<file path="src/rtl/pc_gen_ras_pkg.sv">
// Shared definitions for the fetch-stage PC generator: default vectors and
// the redirect-source encoding used by the next-PC mux.
package pc_gen_ras_pkg;

  localparam logic [31:0] PC_RESET_VEC = 32'h0000_0000;
  localparam logic [31:0] PC_EXC_VEC   = 32'h0000_0080;

  typedef enum logic [2:0] {
    SRC_EXC,
    SRC_ERET,
    SRC_JUMP,
    SRC_BRANCH,
    SRC_JR,
    SRC_SEQ
  } redir_src_t;

endpackage

</file>
<file path="src/rtl/pc_gen_ras_if.sv">
// Control/hazard-unit <-> PC generator bundle; master is the control side,
// slave is the PC unit.
interface pc_gen_ras_if #(
  parameter int unsigned WIDTH = 32
);
  logic             stall;
  logic             exc;
  logic             eret;
  logic             jump;
  logic [25:0]      jump_idx;
  logic             branch;
  logic [WIDTH-1:0] br_off;
  logic             jump_reg;
  logic [WIDTH-1:0] jr_target;
  logic             ras_push;
  logic             ras_pop;
  logic [WIDTH-1:0] pc;
  logic [WIDTH-1:0] pc_plus_4;
  logic [WIDTH-1:0] link_addr;
  logic [WIDTH-1:0] epc;
  logic             epc_bd;
  logic             redir_pend;
  logic             ras_empty;
  logic             ras_full;

  modport master (
    output stall, exc, eret, jump, jump_idx, branch, br_off,
           jump_reg, jr_target, ras_push, ras_pop,
    input  pc, pc_plus_4, link_addr, epc, epc_bd, redir_pend,
           ras_empty, ras_full
  );

  modport slave (
    input  stall, exc, eret, jump, jump_idx, branch, br_off,
           jump_reg, jr_target, ras_push, ras_pop,
    output pc, pc_plus_4, link_addr, epc, epc_bd, redir_pend,
           ras_empty, ras_full
  );
endinterface

</file>
<file path="src/rtl/pc_gen_ras_stack.sv">
// Circular return-address stack: newest entry at top, count saturates at
// DEPTH so the oldest entry is silently overwritten.
module ras_stack #(
  parameter int unsigned WIDTH = 32,
  parameter int unsigned DEPTH = 4
) (
  input  logic             clk,
  input  logic             rst,
  input  logic             push,
  input  logic             pop,
  input  logic [WIDTH-1:0] push_data,
  output logic [WIDTH-1:0] top_data,
  output logic             empty,
  output logic             full
);
  localparam int unsigned PW = $clog2(DEPTH);
  localparam int unsigned CW = $clog2(DEPTH + 1);

  logic [WIDTH-1:0] entries [DEPTH];
  logic [PW-1:0]    top;
  logic [PW-1:0]    top_inc;
  logic [PW-1:0]    top_dec;
  logic [CW-1:0]    count;

  assign top_inc  = top + 1'b1;
  assign top_dec  = top - 1'b1;
  assign top_data = entries[top];
  assign empty    = (count == '0);
  assign full     = (count == CW'(DEPTH));

  always_ff @(posedge clk or posedge rst) begin
    if (rst) begin
      top   <= '0;
      count <= '0;
      for (int unsigned i = 0; i < DEPTH; i++) entries[i] <= '0;
    end else if (push && pop) begin
      // call-through-return: top entry is consumed and refilled in one go
      entries[top] <= push_data;
    end else if (push) begin
      entries[top_inc] <= push_data;
      top              <= top_inc;
      if (!full) count <= count + 1'b1;
    end else if (pop && !empty) begin
      top   <= top_dec;
      count <= count - 1'b1;
    end
  end
endmodule

</file>
<file path="src/rtl/pc_gen_ras.sv">
// Next-PC generator for the MIPS fetch stage: prioritised redirects, stall,
// optional branch-delay slot, EPC capture and a return-address stack.
module pc_gen_ras
  import pc_gen_ras_pkg::*;
#(
  parameter int unsigned      WIDTH      = 32,
  parameter logic [WIDTH-1:0] RESET_VEC  = WIDTH'(PC_RESET_VEC),
  parameter logic [WIDTH-1:0] EXC_VEC    = WIDTH'(PC_EXC_VEC),
  parameter int unsigned      DELAY_SLOT = 1,
  parameter int unsigned      RAS_DEPTH  = 4
) (
  input logic         clk,
  input logic         rst,
  pc_gen_ras_if.slave bus
);
  logic [WIDTH-1:0] pc, pc_plus_4, link_addr, epc, pend_tgt;
  logic [WIDTH-1:0] jump_tgt, br_tgt, jr_tgt, tgt, ras_top;
  logic             epc_bd, pend, ras_empty, ras_full;
  logic             live, ras_push_eff, ras_pop_eff;
  redir_src_t       src;

  assign pc_plus_4 = pc + WIDTH'(4);
  assign link_addr = (DELAY_SLOT != 0) ? pc + WIDTH'(8) : pc_plus_4;
  assign jump_tgt  = {pc_plus_4[WIDTH-1:28], bus.jump_idx, 2'b00};
  assign br_tgt    = pc_plus_4 + bus.br_off;
  assign jr_tgt    = (bus.ras_pop && !ras_empty) ? ras_top : bus.jr_target;

  // Redirects are not considered while a delay-slot redirect is pending.
  always_comb begin
    src = SRC_SEQ;
    tgt = pc_plus_4;
    if (bus.exc)       src = SRC_EXC;
    else if (bus.eret) src = SRC_ERET;
    else if (!pend) begin
      if (bus.jump)          begin src = SRC_JUMP;   tgt = jump_tgt; end
      else if (bus.branch)   begin src = SRC_BRANCH; tgt = br_tgt;   end
      else if (bus.jump_reg) begin src = SRC_JR;     tgt = jr_tgt;   end
    end
  end

  assign live         = !bus.exc && !bus.eret && !bus.stall;
  assign ras_push_eff = live && bus.ras_push;
  assign ras_pop_eff  = live && (src == SRC_JR) && bus.ras_pop && !ras_empty;

  always_ff @(posedge clk or posedge rst) begin
    if (rst) begin
      pc       <= RESET_VEC;
      epc      <= '0;
      epc_bd   <= 1'b0;
      pend     <= 1'b0;
      pend_tgt <= '0;
    end else begin
      case (src)
        SRC_EXC: begin
          epc    <= pend ? pc - WIDTH'(4) : pc;
          epc_bd <= pend;
          pc     <= EXC_VEC;
          pend   <= 1'b0;
        end
        SRC_ERET: begin
          pc   <= epc;
          pend <= 1'b0;
        end
        default: begin
          if (!bus.stall) begin
            if (pend) begin
              pc   <= pend_tgt;
              pend <= 1'b0;
            end else if (src == SRC_SEQ) begin
              pc <= pc_plus_4;
            end else if (DELAY_SLOT != 0) begin
              pend_tgt <= tgt;
              pend     <= 1'b1;
              pc       <= pc_plus_4;
            end else begin
              pc <= tgt;
            end
          end
        end
      endcase
    end
  end

  ras_stack #(
    .WIDTH (WIDTH),
    .DEPTH (RAS_DEPTH)
  ) u_ras (
    .clk       (clk),
    .rst       (rst),
    .push      (ras_push_eff),
    .pop       (ras_pop_eff),
    .push_data (link_addr),
    .top_data  (ras_top),
    .empty     (ras_empty),
    .full      (ras_full)
  );

  assign bus.pc         = pc;
  assign bus.pc_plus_4  = pc_plus_4;
  assign bus.link_addr  = link_addr;
  assign bus.epc        = epc;
  assign bus.epc_bd     = epc_bd;
  assign bus.redir_pend = pend;
  assign bus.ras_empty  = ras_empty;
  assign bus.ras_full   = ras_full;
endmodule

</file>
<file path="src/flat_wrapper.sv">
// flat-port wrapper written by rule: the top's interface ports become plain ports
module pc_gen_ras_flat import pc_gen_ras_pkg::*;
#(
  parameter int unsigned      WIDTH      = 32,
  parameter logic [WIDTH-1:0] RESET_VEC  = WIDTH'(PC_RESET_VEC),
  parameter logic [WIDTH-1:0] EXC_VEC    = WIDTH'(PC_EXC_VEC),
  parameter int unsigned      DELAY_SLOT = 1,
  parameter int unsigned      RAS_DEPTH  = 4
)
  (clk, rst, bus_stall, bus_exc, bus_eret, bus_jump, bus_jump_idx, bus_branch, bus_br_off, bus_jump_reg, bus_jr_target, bus_ras_push, bus_ras_pop, bus_pc, bus_pc_plus_4, bus_link_addr, bus_epc, bus_epc_bd, bus_redir_pend, bus_ras_empty, bus_ras_full);
  pc_gen_ras_if #(.WIDTH(WIDTH)) bus_i ();
  input logic clk;
  input logic rst;
  input wire logic [$bits(bus_i.stall)-1:0] bus_stall;
  input wire logic [$bits(bus_i.exc)-1:0] bus_exc;
  input wire logic [$bits(bus_i.eret)-1:0] bus_eret;
  input wire logic [$bits(bus_i.jump)-1:0] bus_jump;
  input wire logic [$bits(bus_i.jump_idx)-1:0] bus_jump_idx;
  input wire logic [$bits(bus_i.branch)-1:0] bus_branch;
  input wire logic [$bits(bus_i.br_off)-1:0] bus_br_off;
  input wire logic [$bits(bus_i.jump_reg)-1:0] bus_jump_reg;
  input wire logic [$bits(bus_i.jr_target)-1:0] bus_jr_target;
  input wire logic [$bits(bus_i.ras_push)-1:0] bus_ras_push;
  input wire logic [$bits(bus_i.ras_pop)-1:0] bus_ras_pop;
  output wire logic [$bits(bus_i.pc)-1:0] bus_pc;
  output wire logic [$bits(bus_i.pc_plus_4)-1:0] bus_pc_plus_4;
  output wire logic [$bits(bus_i.link_addr)-1:0] bus_link_addr;
  output wire logic [$bits(bus_i.epc)-1:0] bus_epc;
  output wire logic [$bits(bus_i.epc_bd)-1:0] bus_epc_bd;
  output wire logic [$bits(bus_i.redir_pend)-1:0] bus_redir_pend;
  output wire logic [$bits(bus_i.ras_empty)-1:0] bus_ras_empty;
  output wire logic [$bits(bus_i.ras_full)-1:0] bus_ras_full;
  assign bus_i.stall = bus_stall;
  assign bus_i.exc = bus_exc;
  assign bus_i.eret = bus_eret;
  assign bus_i.jump = bus_jump;
  assign bus_i.jump_idx = bus_jump_idx;
  assign bus_i.branch = bus_branch;
  assign bus_i.br_off = bus_br_off;
  assign bus_i.jump_reg = bus_jump_reg;
  assign bus_i.jr_target = bus_jr_target;
  assign bus_i.ras_push = bus_ras_push;
  assign bus_i.ras_pop = bus_ras_pop;
  assign bus_pc = bus_i.pc;
  assign bus_pc_plus_4 = bus_i.pc_plus_4;
  assign bus_link_addr = bus_i.link_addr;
  assign bus_epc = bus_i.epc;
  assign bus_epc_bd = bus_i.epc_bd;
  assign bus_redir_pend = bus_i.redir_pend;
  assign bus_ras_empty = bus_i.ras_empty;
  assign bus_ras_full = bus_i.ras_full;
  pc_gen_ras #(.WIDTH(WIDTH), .RESET_VEC(RESET_VEC), .EXC_VEC(EXC_VEC), .DELAY_SLOT(DELAY_SLOT), .RAS_DEPTH(RAS_DEPTH)) u_core (.clk(clk), .rst(rst), .bus(bus_i));
endmodule
</file>
<file path="config.mk">
export PLATFORM = sky130hd
export DESIGN_NAME = pc_gen_ras_flat
export DESIGN_NICKNAME = d
export VERILOG_FILES = /design/src/rtl/pc_gen_ras_pkg.sv /design/src/rtl/pc_gen_ras_if.sv /design/src/rtl/pc_gen_ras_stack.sv /design/src/rtl/pc_gen_ras.sv /design/src/flat_wrapper.sv
export SDC_FILE = /design/constraint.sdc
export NUM_CORES = 1
export LEC_CHECK = 0
export ABC_AREA = 1
export BUFFER_PORTS_ARGS = -buffer_cell sky130_fd_sc_hd__buf_2
export CAP_MARGIN = 20
export CORE_ASPECT_RATIO = 1.5
export CORE_MARGIN = 10
export CORE_UTILIZATION = 40
export DETAILED_ROUTE_END_ITERATION = 8
export REMOVE_ABC_BUFFERS = 1
export SLEW_MARGIN = 20
export SYNTH_ARGS = -nofsm -noshare
export SYNTH_HDL_FRONTEND = slang
export SYNTH_SLANG_ARGS = --single-unit
</file>
<file path="constraint.sdc">
create_clock -name clk -period 8.15 [get_ports clk]
set_input_delay 0.815 -clock clk [delete_from_list [all_inputs] [get_ports clk]]
set_output_delay 0.815 -clock clk [all_outputs]
set_load 0.01 [all_outputs]
</file>
=== After elaboration in Yosys (flattened, before gate mapping) ===
Index checks and enable logic that the tools add are counted.

* Bits in registers: 231
* Bits in latches: 0
* Bits in writable memories: 0
* Memory bits (read-only): 0
* Input bits: 100
* Output and inout bits: 132
* Word-level logic and storage cells: 96
* Memories: 0

* Add/sub/neg operators: 8
* $mul: 0
* Div/mod/pow operators: 0
* Order comparisons: 4
* Equal/unequal tests: 7
* Shifts and indexed selects: 0
* Muxes and demuxes: 36
* Bitwise logic cells: 7
* Reduce and logical (&&, ||, !) cells: 23

{| class="wikitable"
|+ Operators with widths
! cell !! count
|-
| 2-to-1 mux 32 bit || 13
|-
| bitwise mux 128 bit || 2
|-
| 2-to-1 mux 128 bit || 2
|-
| demux 32 bit (select 2 bit) || 2
|-
| binary-select mux 32 bit (select 2 bit) || 1
|-
| one-hot mux 32 bit (2 select lines) || 1
|-
| adder 32 x 3 -> 32 bit (second input constant) || 1
|-
| adder 32 bit || 1
|-
| adder 32 x 4 -> 32 bit (second input constant) || 1
|-
| subtractor 32 x 3 -> 32 bit (second input constant) || 1
|-
| 2-to-1 mux 3 bit || 8
|-
| logical AND 1 bit || 11
|-
| == test 3 bit (second input constant) || 3
|-
| greater-or-equal comparator 3 bit (second input constant) || 2
|-
| zero test 3 bit || 2
|-
| less-than comparator 3 x 1 -> 1 bit (second input constant) || 2
|-
| NOT 2 -> 3 bit || 2
|-
| 2-to-1 mux 1 bit || 5
|-
| NOT 1 bit || 5
|-
| zero test 1 bit || 4
|-
| 2-to-1 mux 2 bit || 2
|-
| != test 2 bit (second input constant) || 2
|-
| AND reduction 4 bit || 1
|-
| nonzero test 2 bit || 2
|-
| other kinds (9) || 9
|}

=== Longest topological paths before layout ===
Gate-level depths: netlist of the first run.

* Depth in word-level cells: 13
* Depth in mapped cells: 25
* Gate-level depth less buffers: 25

=== By module ===
Synthesis of the first run repeated with hierarchy kept, for this count alone.

* Cells, all modules: 2406
* Area, all modules: 16240.6 µm²

{| class="wikitable"
|+ By module, submodules not included
! module !! times used !! cells an instance !! area each (µm²) !! seq. area each (µm²)
|-
| pc_gen_ras || 1 || 1721 || 10343.7 || 2452.4
|-
| ras_stack || 1 || 685 || 5896.9 || 3328.2
|}

=== Worst setup path before layout of the first run ===
Ideal clock, no wire load.

* Path type: reg-to-reg
* From: reg u_core.pc[4] (netlist: u_core.bus.pc[4])
* To: reg u_core.pend_tgt[31]
* Setup time: 0.116 ns
* Data arrival time: 3.036 ns
* Required time: 8.034 ns
* Slack: 4.998 ns
* Cell stages (with the launch flop): 21
* Path buffers: 0
* Clock period less this slack: 3.152 ns
* Path through: dfrtp_1 -> ha_1 -> nand2_2 -> nor2_8 -> nand2_1 -> xor2_1 -> nand2_1 -> o21ai_1 -> ha_1 -> nand2_1 -> inv_1 -> nand2_1 -> inv_1 -> a21oi_1 -> nand2_1 -> a21oi_1 -> nand2_1 -> nand3_1 -> nand2_1 -> nand2_1 -> nand2_1

* Longest elaborated chain between the ends: 6
* Elaborated cells between the ends (all ways): 7
* Classes of those cells: add/sub (2); mux (5)

{| class="wikitable"
|+ Ends and longest elaborated chain
! element !! RTL line !! RTL
|-
| start, declared || pc_gen_ras.sv:16 || <nowiki>logic [WIDTH-1:0] pc, pc_plus_4, link_addr, epc, pend_tgt;</nowiki>
|-
| start signal, assigned || pc_gen_ras.sv:61 || <nowiki>pc <= epc;</nowiki>
|-
| start signal, assigned || pc_gen_ras.sv:67 || <nowiki>pc <= pend_tgt;</nowiki>
|-
| start signal, assigned || pc_gen_ras.sv:70 || <nowiki>pc <= pc_plus_4;</nowiki>
|-
| adder 32 x 3 -> 32 bit || pc_gen_ras.sv:22 || <nowiki>assign pc_plus_4 = pc + WIDTH'(4);</nowiki>
|-
| named net bus_pc_plus_4[11] || flat_wrapper.sv:26 || <nowiki>output wire logic [$bits(bus_i.pc_plus_4)-1:0] bus_pc_plus_4;</nowiki>
|-
| adder 32 bit || pc_gen_ras.sv:25 || <nowiki>assign br_tgt = pc_plus_4 + bus.br_off;</nowiki>
|-
| 2-to-1 mux 32 bit || pc_gen_ras.sv:36 || <nowiki>else if (bus.branch) begin src = SRC_BRANCH; tgt = br_tgt; end</nowiki>
|-
| 2-to-1 mux 32 bit || pc_gen_ras.sv:35 || <nowiki>if (bus.jump) begin src = SRC_JUMP; tgt = jump_tgt; end</nowiki>
|-
| 2-to-1 mux 32 bit || pc_gen_ras.sv:33 || <nowiki>else if (bus.eret) src = SRC_ERET;</nowiki>
|-
| 2-to-1 mux 32 bit || pc_gen_ras.sv:32 || <nowiki>if (bus.exc) src = SRC_EXC;</nowiki>
|-
| end signal, assigned || pc_gen_ras.sv:72 || <nowiki>pend_tgt <= tgt;</nowiki>
|-
| end, declared || pc_gen_ras.sv:16 ||
|}

The timed path passes the listed nets, and every way through them passes these cells.
A chain may end at the register's enable or synchronous reset.

=== Worst setup path after layout of the first run ===
* From: reg u_core.pc[2] (netlist: u_core.bus.pc[2])
* To: reg u_core.pend_tgt[19]

* Longest elaborated chain between the ends: 6
* Elaborated cells between the ends (all ways): 7
* Classes of those cells: add/sub (2); mux (5)

{| class="wikitable"
|+ Ends and longest elaborated chain
! element !! RTL line
|-
| adder 32 x 3 -> 32 bit (*) || pc_gen_ras.sv:22
|-
| adder 32 bit / 2-to-1 mux 32 bit (equally long branches) || pc_gen_ras.sv:25, pc_gen_ras.sv:37
|-
| 2-to-1 mux 32 bit || pc_gen_ras.sv:36
|-
| 2-to-1 mux 32 bit || pc_gen_ras.sv:35
|-
| 2-to-1 mux 32 bit || pc_gen_ras.sv:33
|-
| 2-to-1 mux 32 bit (*) || pc_gen_ras.sv:32
|}

Mark *: on every way between the ends. The rest lies on a longest branch, timed or not.

==> results of run 1 <==
-- cell type report --
class                           count  area share, %
Timing Repair Buffer              251           7.15
Inverter                          304           6.29
Sequential cell                   231           31.6
Clock inverter                      5          0.308
Multi-Input combinational cell   1661           47.2
Clock buffer                       38           4.02
Tap cell                          500           3.42
-- placed cells by master (no fill, tap or decap), drive strengths merged --
cell type | netlist | layout
nand3 | 108 | 108
o21ai | 215 | 215
a31oi | 3 | 3
mux2i | 3 | 3
nor4 | 4 | 4
clkinv | 6 | 8
clkinvlp | 0 | 1
nor2 | 275 | 275
a32oi | 1 | 1
xor2 | 52 | 52
o21bai | 5 | 5
a21oi | 189 | 189
buf | 65 | 251
o221ai | 4 | 4
ha | 49 | 49
xnor2 | 2 | 2
a211oi | 1 | 1
or2 | 4 | 4
nand4 | 13 | 13
dfrtp | 231 | 231
nor3 | 23 | 23
fa | 2 | 2
nand2 | 602 | 602
o22ai | 15 | 15
inv | 298 | 299
a21o | 2 | 2
and3 | 1 | 1
bufinv | 0 | 1
clkbuf | 44 | 38
nand3b | 3 | 3
o211ai | 16 | 16
and2 | 3 | 3
a221oi | 22 | 22
a22oi | 27 | 27
mux2 | 16 | 16
o31ai | 1 | 1
-- metal layers --
layer,GRT usage (%),share of wire [%],up-vias
met4,14.0,5.5,0
met3,4.37,6.7,170
li1,-,-,7756
met2,45.8,50,645
met1,30.3,38,7736
met5,0,0,-
-- through the flow --
step | hold slack (ns) | std cells | utilization [%]
2_1_floorplan | 0.449 | 2196 | -
3_3_place_gp | 0.463 | 2947 | 44.2
3_5_place_dp | 0.466 | 2947 | 44.2
4_1_cts | 0.484 | 2990 | 46.2
5_1_grt | 0.500 | 2990 | 46.2
6_report | 0.486 | 2990 | 46.2
-- sequential cells by signal (all words and copies together), names as in the netlist --
signal                 cells
u_core.u_ras.top           2
u_core.u_ras.entries     128
u_core.bus.epc_bd          1
u_core.pend_tgt           32
u_core.bus.redir_pend      1
u_core.bus.pc             32
u_core.bus.epc            32
u_core.u_ras.count         3
-- synth_stat cells (11+ instances only) --
master,count
nor2_2,11
buf_2,40
nand2_2,16
nor3_1,18
o211ai_1,16
buf_6,11
a221oi_1,22
o22ai_1,15
nand2_1,585
a22oi_1,27
clkbuf_1,43
o21ai_0,176
nor2_1,259
inv_1,291
a21oi_1,165
nand4_1,13
a21oi_2,23
mux2_4,15
nand3_1,104
dfrtp_1,231
xor2_1,48
ha_1,49
o21ai_1,37
-- where the power goes --
group | internal [mW] | switching, mW
combinational | 0.594 | 1.14
sequential | 1.53 | 0.226
clock | 0.649 | 0.485
total | 2.77 | 1.85
-- final timing paths --
check | start | end | slack, ns | depth (start not counted)
setup / recovery | u_core.bus.pc[2]$_DFFE_PP0P_ | u_core.pend_tgt[19]$_DFFE_PP0P_ | 3.97 | 20
hold / removal | rst | u_core.u_ras.entries[60]$_DFFE_PP0P_ | 0.49 | 2
setup reg to reg | u_core.bus.pc[2]$_DFFE_PP0P_ | u_core.pend_tgt[19]$_DFFE_PP0P_ | 3.97 | 20
hold reg to reg | u_core.pend_tgt[19]$_DFFE_PP0P_ | u_core.pend_tgt[19]$_DFFE_PP0P_ | 0.49 | 2
max in group asynchronous | rst | u_core.u_ras.top[0]$_DFFE_PP0P_ | 6.09 | 3
min in group clk | u_core.pend_tgt[19]$_DFFE_PP0P_ | u_core.pend_tgt[19]$_DFFE_PP0P_ | 0.49 | 2
-- worst max-delay path: stages (launching register included) --
cell	delay, ns
dfrtp_1	0.32
buf_4	0.21
ha_1	0.23
nand3_2	0.15
nor2_1	0.21
nand2_1	0.20
inv_1	0.20
nand2_1	0.10
xor2_1	0.40
ha_1	0.29
nand2_1	0.14
nor2_1	0.25
inv_1	0.09
nor2_1	0.35
nand4_1	0.30
nand3_1	0.17
nand2_1	0.06
nand3_1	0.15
nand3_1	0.10
nand2_1	0.10
nand2_1	0.05
-- cells by family (layout without fill, tap and decap cells) --
kind of cell,after synthesis,in the layout,synth area share [%]
XOR/XNOR,54,54,3.13
multiplexers,19,19,1.66
AO/OA/AOI/OAI,501,501,17.8
flip-flops,231,231,35.9
buffers and inverters,413,598,10.6
adder cells (fa/ha/maj),51,51,4.06
AND/OR/NAND/NOR,1036,1036,26.8
==> metrics, run 1 <==
number of synthesized flops with an enable pin 0; Starting Density 40.7%; Worst-Skew Late Latency 0.54 ns; die area approximately 49000 um2; Area contributors post-synth dfrtp_1 36%, nand2_1 14%, inv_1 6.8%, nor2_1 6.0%, o21ai_0 5.5%; Crit. End Element flip-flop; I/O Buffers between 200 and 250; ratio of cells with drive above 1 in the final layout 15.7%; Worst Skew 0.0103 ns; CTS tree built; fin crit share 51.2%; asr flop ratio synth 100%; Fin. Hold Viols 0; routed length per instance about 22 um; Cell Area, Synth 16100 um2; CTS buffer count 24; power density of the placed cells 253 nW/um2; Final HPWL DP 50.3 mm; grt ovf 0; Die H between 200 and 300 um; cell area after layout around 18000 um2; Seq. cell area 5780 um2; Clock Pin Slew Worst Setup and Hold Paths approximately 0.07 ns; number of global-route vias before repair 16200; synth warn 0; H-tree levels 1; final-report max-slew violation count 0; # IOs 232; cell area after placement 17500 um2; Slew headroom 23.9%; initial antenna violation count 0; synthesized flop and latch total roughly 230; Core Box Area 39500 um2; Total GRT Usage 26.3%; share of the synthesized area in the top cell type 35.9%; Synth Flop Type dfrtp_1; synthesized area per cell 6.98 um2; CTS sink cnt 231; multi-input logic area ~8600 um2; chip width 184 um; largest net degree at the start of global routing 140; ANT nets after route 0; first-pass GRT wire length 98.8 mm; fin worst setup slack 3.97 ns; antenna cells 0; setup bufs post-CTS 0; Arrival @ worst endpoint around 4.6 ns; area overhead of the layout relative to synthesis 13.6%; Yosys cell types 55; Rows 89; Detailed Routing Iterations Pass 1 6; post-synth top area cell dfrtp_1; pre-CTS setup slack 4.08 ns; Setup Viol. Count Final 0; Max VDD drop 0.145 mV; Fillers 4066; leakage power 9.49 nW; path type of the worst min-delay path input pin to asynchronous set/reset pin; CP Class flip-flop to flip-flop; Synth Instances 2305; total power 4.62 mW; total negative setup slack 0 ns; CTS hold repair buffers 0; DRC Markers 0; Vias around 16000; Max Fclk 239 MHz; WP data required around 8.6 ns; sequential-to-total area share from yosys stat 35.9%; status finished, final reports clean; drt total wl 65.9 mm; Critical Path Source Type flip-flop; Worst Path Max Fanout 16; DRT iter0 DRCs between 1500 and 2000; measured slew at the worst slew-check pin approximately 1.1 ns; post-route minimum period 4.18 ns; Max-Cap Viols 0; Final GP Congestion 1.00; root buffer cell clkbuf_16; routed vias/inst approximately 5.5; unrepaired setup endpoints after global routing false; worst-case clock buffer depth 3; fin nets around 2600; post-CTS sizing 0
Power figures use the tool's default switching activity.
==> inputs of run 2 (changes only) <==
ABC_AREA = 0   (was 1)
clock period = 4.1 ns   (was 8.15 ns; I/O delays follow)
==> run 2 against run 1 <==
Effect of this change:
- the flow now finishes with violations (hold timing)
- register-to-register slack lost 3.8 ns
- sequential share of layout area grew 1.5 points
- fmax grew 7.1%
- first-iteration DRC count is 17% lower
- power grew 84%
- critical endpoint unchanged
==> metrics, run 2 <==
status finished with violations; failing checks hold timing; I/O Buffers around 230; chip width 177 um; Area contributors post-synth dfrtp_1 39%, a21oi_1 7.9%, nor2_1 6.9%, mux4_2 4.9%, ha_1 4.2%; ANT nets after route 0; post-synthesis compound-gate area fraction 18.0%; # IOs 232; post-route minimum period 3.90 ns; first-pass GRT wire length about 79 mm; CTS tree built; worst-case clock buffer depth 3; most flop-heavy register u_core.u_ras.entries; Core Box Area 36600 um2; routed length per instance 22.2 um; Max Fclk ~260 MHz; power density of the placed cells 487 nW/um2; area overhead of the layout relative to synthesis 18.6%; routing usage on met2 37.0%; adder and majority cell fraction of the synthesized area 4.44%; antenna cells 0; Worst Skew about 0.021 ns; placed insts 2345; top post-synthesis cells by count 269 x nor2_1, 232 x a21oi_1, 231 x dfrtp_1, 160 x nand2_1, 71 x o21ai_0; Worst Path Max Fanout 15; Cell Area, Synth 14700 um2; drt total wl roughly 53 mm; Arrival @ worst endpoint roughly 4.3 ns; top-count cell post-synth nor2_1; synthesized area per cell 8.79 um2; Max-Cap Viols 0; number of global-route vias before repair 13100; Critical Path Source Type flip-flop; Fin. Hold Viols 19; WP data required 4.50 ns; Post-Synth XOR/XNOR Area 6.43%; die area 45000 um2; CTS sink cnt 231; Fillers between 3000 and 4000; share of the synthesized area in the top cell type 39.3%; synth warn 0; H-tree levels 1; FF-to-FF Start u_core.bus.pc[2]$_DFFE_PP0P_; post-route insts no fill 2389; DRC Markers 0; Starting Density 40.2%; Slew headroom between 30% and 40%; met1 usage 28.9%; combinational family with the most area after synthesis compound AO/OA/AOI/OAI gates; Detailed Routing Iterations Pass 1 6; r2r worst-path depth 14; CP Class flip-flop to flip-flop; sequential-to-total area share from yosys stat 39.3%; CP startpoint u_core.bus.pc[2]$_DFFE_PP0P_; final core utilization roughly 48%; Simple-Gate Fraction of Synth Area around 18%; Synth Flop Type dfrtp_1; root buffer cell clkbuf_16; most common cell after layout, fill and taps aside nor2_1; Clock Pin Slew Worst Setup and Hold Paths 0.07 ns; fin nets between 2000 and 2500; initial antenna violation count 0; Vias 13400; number of synthesized flops with an enable pin 0; asr flop ratio synth 100%; commonest cells after routing, fill and taps aside 269 x nor2_1, 232 x a21oi_1, 230 x buf_2, 229 x dfrtp_1, 159 x nand2_1; Rows 86; unrepaired setup endpoints after global routing false; final-report max-slew violation count 0; met3 usage 3.29%; Final HPWL DP between 40 and 50 mm; largest net degree at the start of global routing 147; synthesized flop and latch total 231; total negative setup slack 0 ns; leakage power 8.24 nW; hold_ws -0.0947 ns; measured slew at the worst slew-check pin approximately 0.98 ns; Crit. End Element flip-flop; routed vias/inst between 5 and 6; CTS buffer count 25; Setup Viol. Count Final 0; post-synth top area cell dfrtp_1; Die H about 250 um; multiplexer area fraction after synthesis under 10%; ratio of cells with drive above 1 in the final layout roughly a quarter; Max VDD drop 0.271 mV; busiest layer in global routing met2; Yosys cell types 83; grt ovf 0; DRT iter0 DRCs approximately 1300; Largest register FFs 128; fin crit share 95.1%; Total GRT Usage about 23%; Final GP Congestion approximately 0.94; path type of the worst min-delay path input pin to asynchronous set/reset pin; Worst-Skew Late Latency 0.54 ns; Synth Instances 1673
[run 2: cell families (layout without fill, tap and decap cells)]
logic type,count (synthesis),count (layout)
xor gates and xnor gates,108,108
adders and majority gates,51,51
and+or+nand+nor,574,574
AOI/OAI and AO/OA,442,442
buffers and inverters,182,414
muxes,85,85
DFF,231,231
[run 2: path summary, 6_finish.rpt]
path                                                          to  slack [ns]
min reg2reg                       u_core.pend_tgt[0]$_DFFE_PP0P_        0.50
min in group clk                 u_core.pend_tgt[11]$_DFFE_PP0P_        0.18
max                              u_core.pend_tgt[19]$_DFFE_PP0P_        0.20
min                        u_core.u_ras.entries[124]$_DFFE_PP0P_       -0.09
max in group asynchronous         u_core.pend_tgt[8]$_DFFE_PP0P_        3.23
max reg2reg                      u_core.pend_tgt[19]$_DFFE_PP0P_        0.20
[run 2: per-layer routing]
metal	vias up	share of wire (%)
met2	533	47
met3	109	6.4
li1	6270	-
met5	-	0
met4	0	4.8
met1	6457	41
[run 2: timing repair]
item,CTS,global route
hold buffers,0,0
resized for setup,0,5
buffers inserted,0,0
setup endpoints to repair,0,7
[run 2: power breakdown]
group	internal, mW	total (mW)	switching (mW)	leakage [nW]
Clock	1.26	2.25	0.991	0.380
Combinational	1.27	2.76	1.49	4.95
Sequential	2.95	3.47	0.525	2.91
Total	5.48	8.49	3.01	8.24
[run 2: cell type report]
| class | count | area [um2] | share of cell area (%) |
|---|---|---|---|
| multi-input combinational | 1260 | 8180 | 46.9 |
| sequential | 231 | 5780 | 33.2 |
| timing repair buffer | 317 | 1870 | 10.7 |
| clock buffer | 32 | 692 | 3.97 |
| tap | 484 | 606 | 3.47 |
| inverter | 53 | 211 | 1.21 |
| clock inverter | 12 | 105 | 0.603 |
[run 2: metrics by stage]
step                area (um2)  power (mW)  setup slack, ns  hold slack (ns)
floorplan                14100        5.20            -2.64            0.448
global placement         16600        6.16            0.200            0.463
detailed placement       16600        6.25            0.122            0.482
CTS                      17400        8.53            0.132            0.137
global route             17400        8.98         0.000471           0.0390
finish                   17400        8.49            0.200          -0.0947
[run 2: worst max-delay path, stage by stage, from the launching register on]
cell and delay [ns]:
dfrtp_1 0.35, buf_4 0.21, inv_1 0.09, buf_4 0.18, ha_1 0.42, ha_1 0.37
and2_1 0.19, a221oi_1 0.38, a21oi_1 0.29, o21ai_0 0.28, a21boi_1 0.17, o21ai_0 0.32
o2bb2ai_1 0.20, mux2i_1 0.22, o31ai_1 0.09
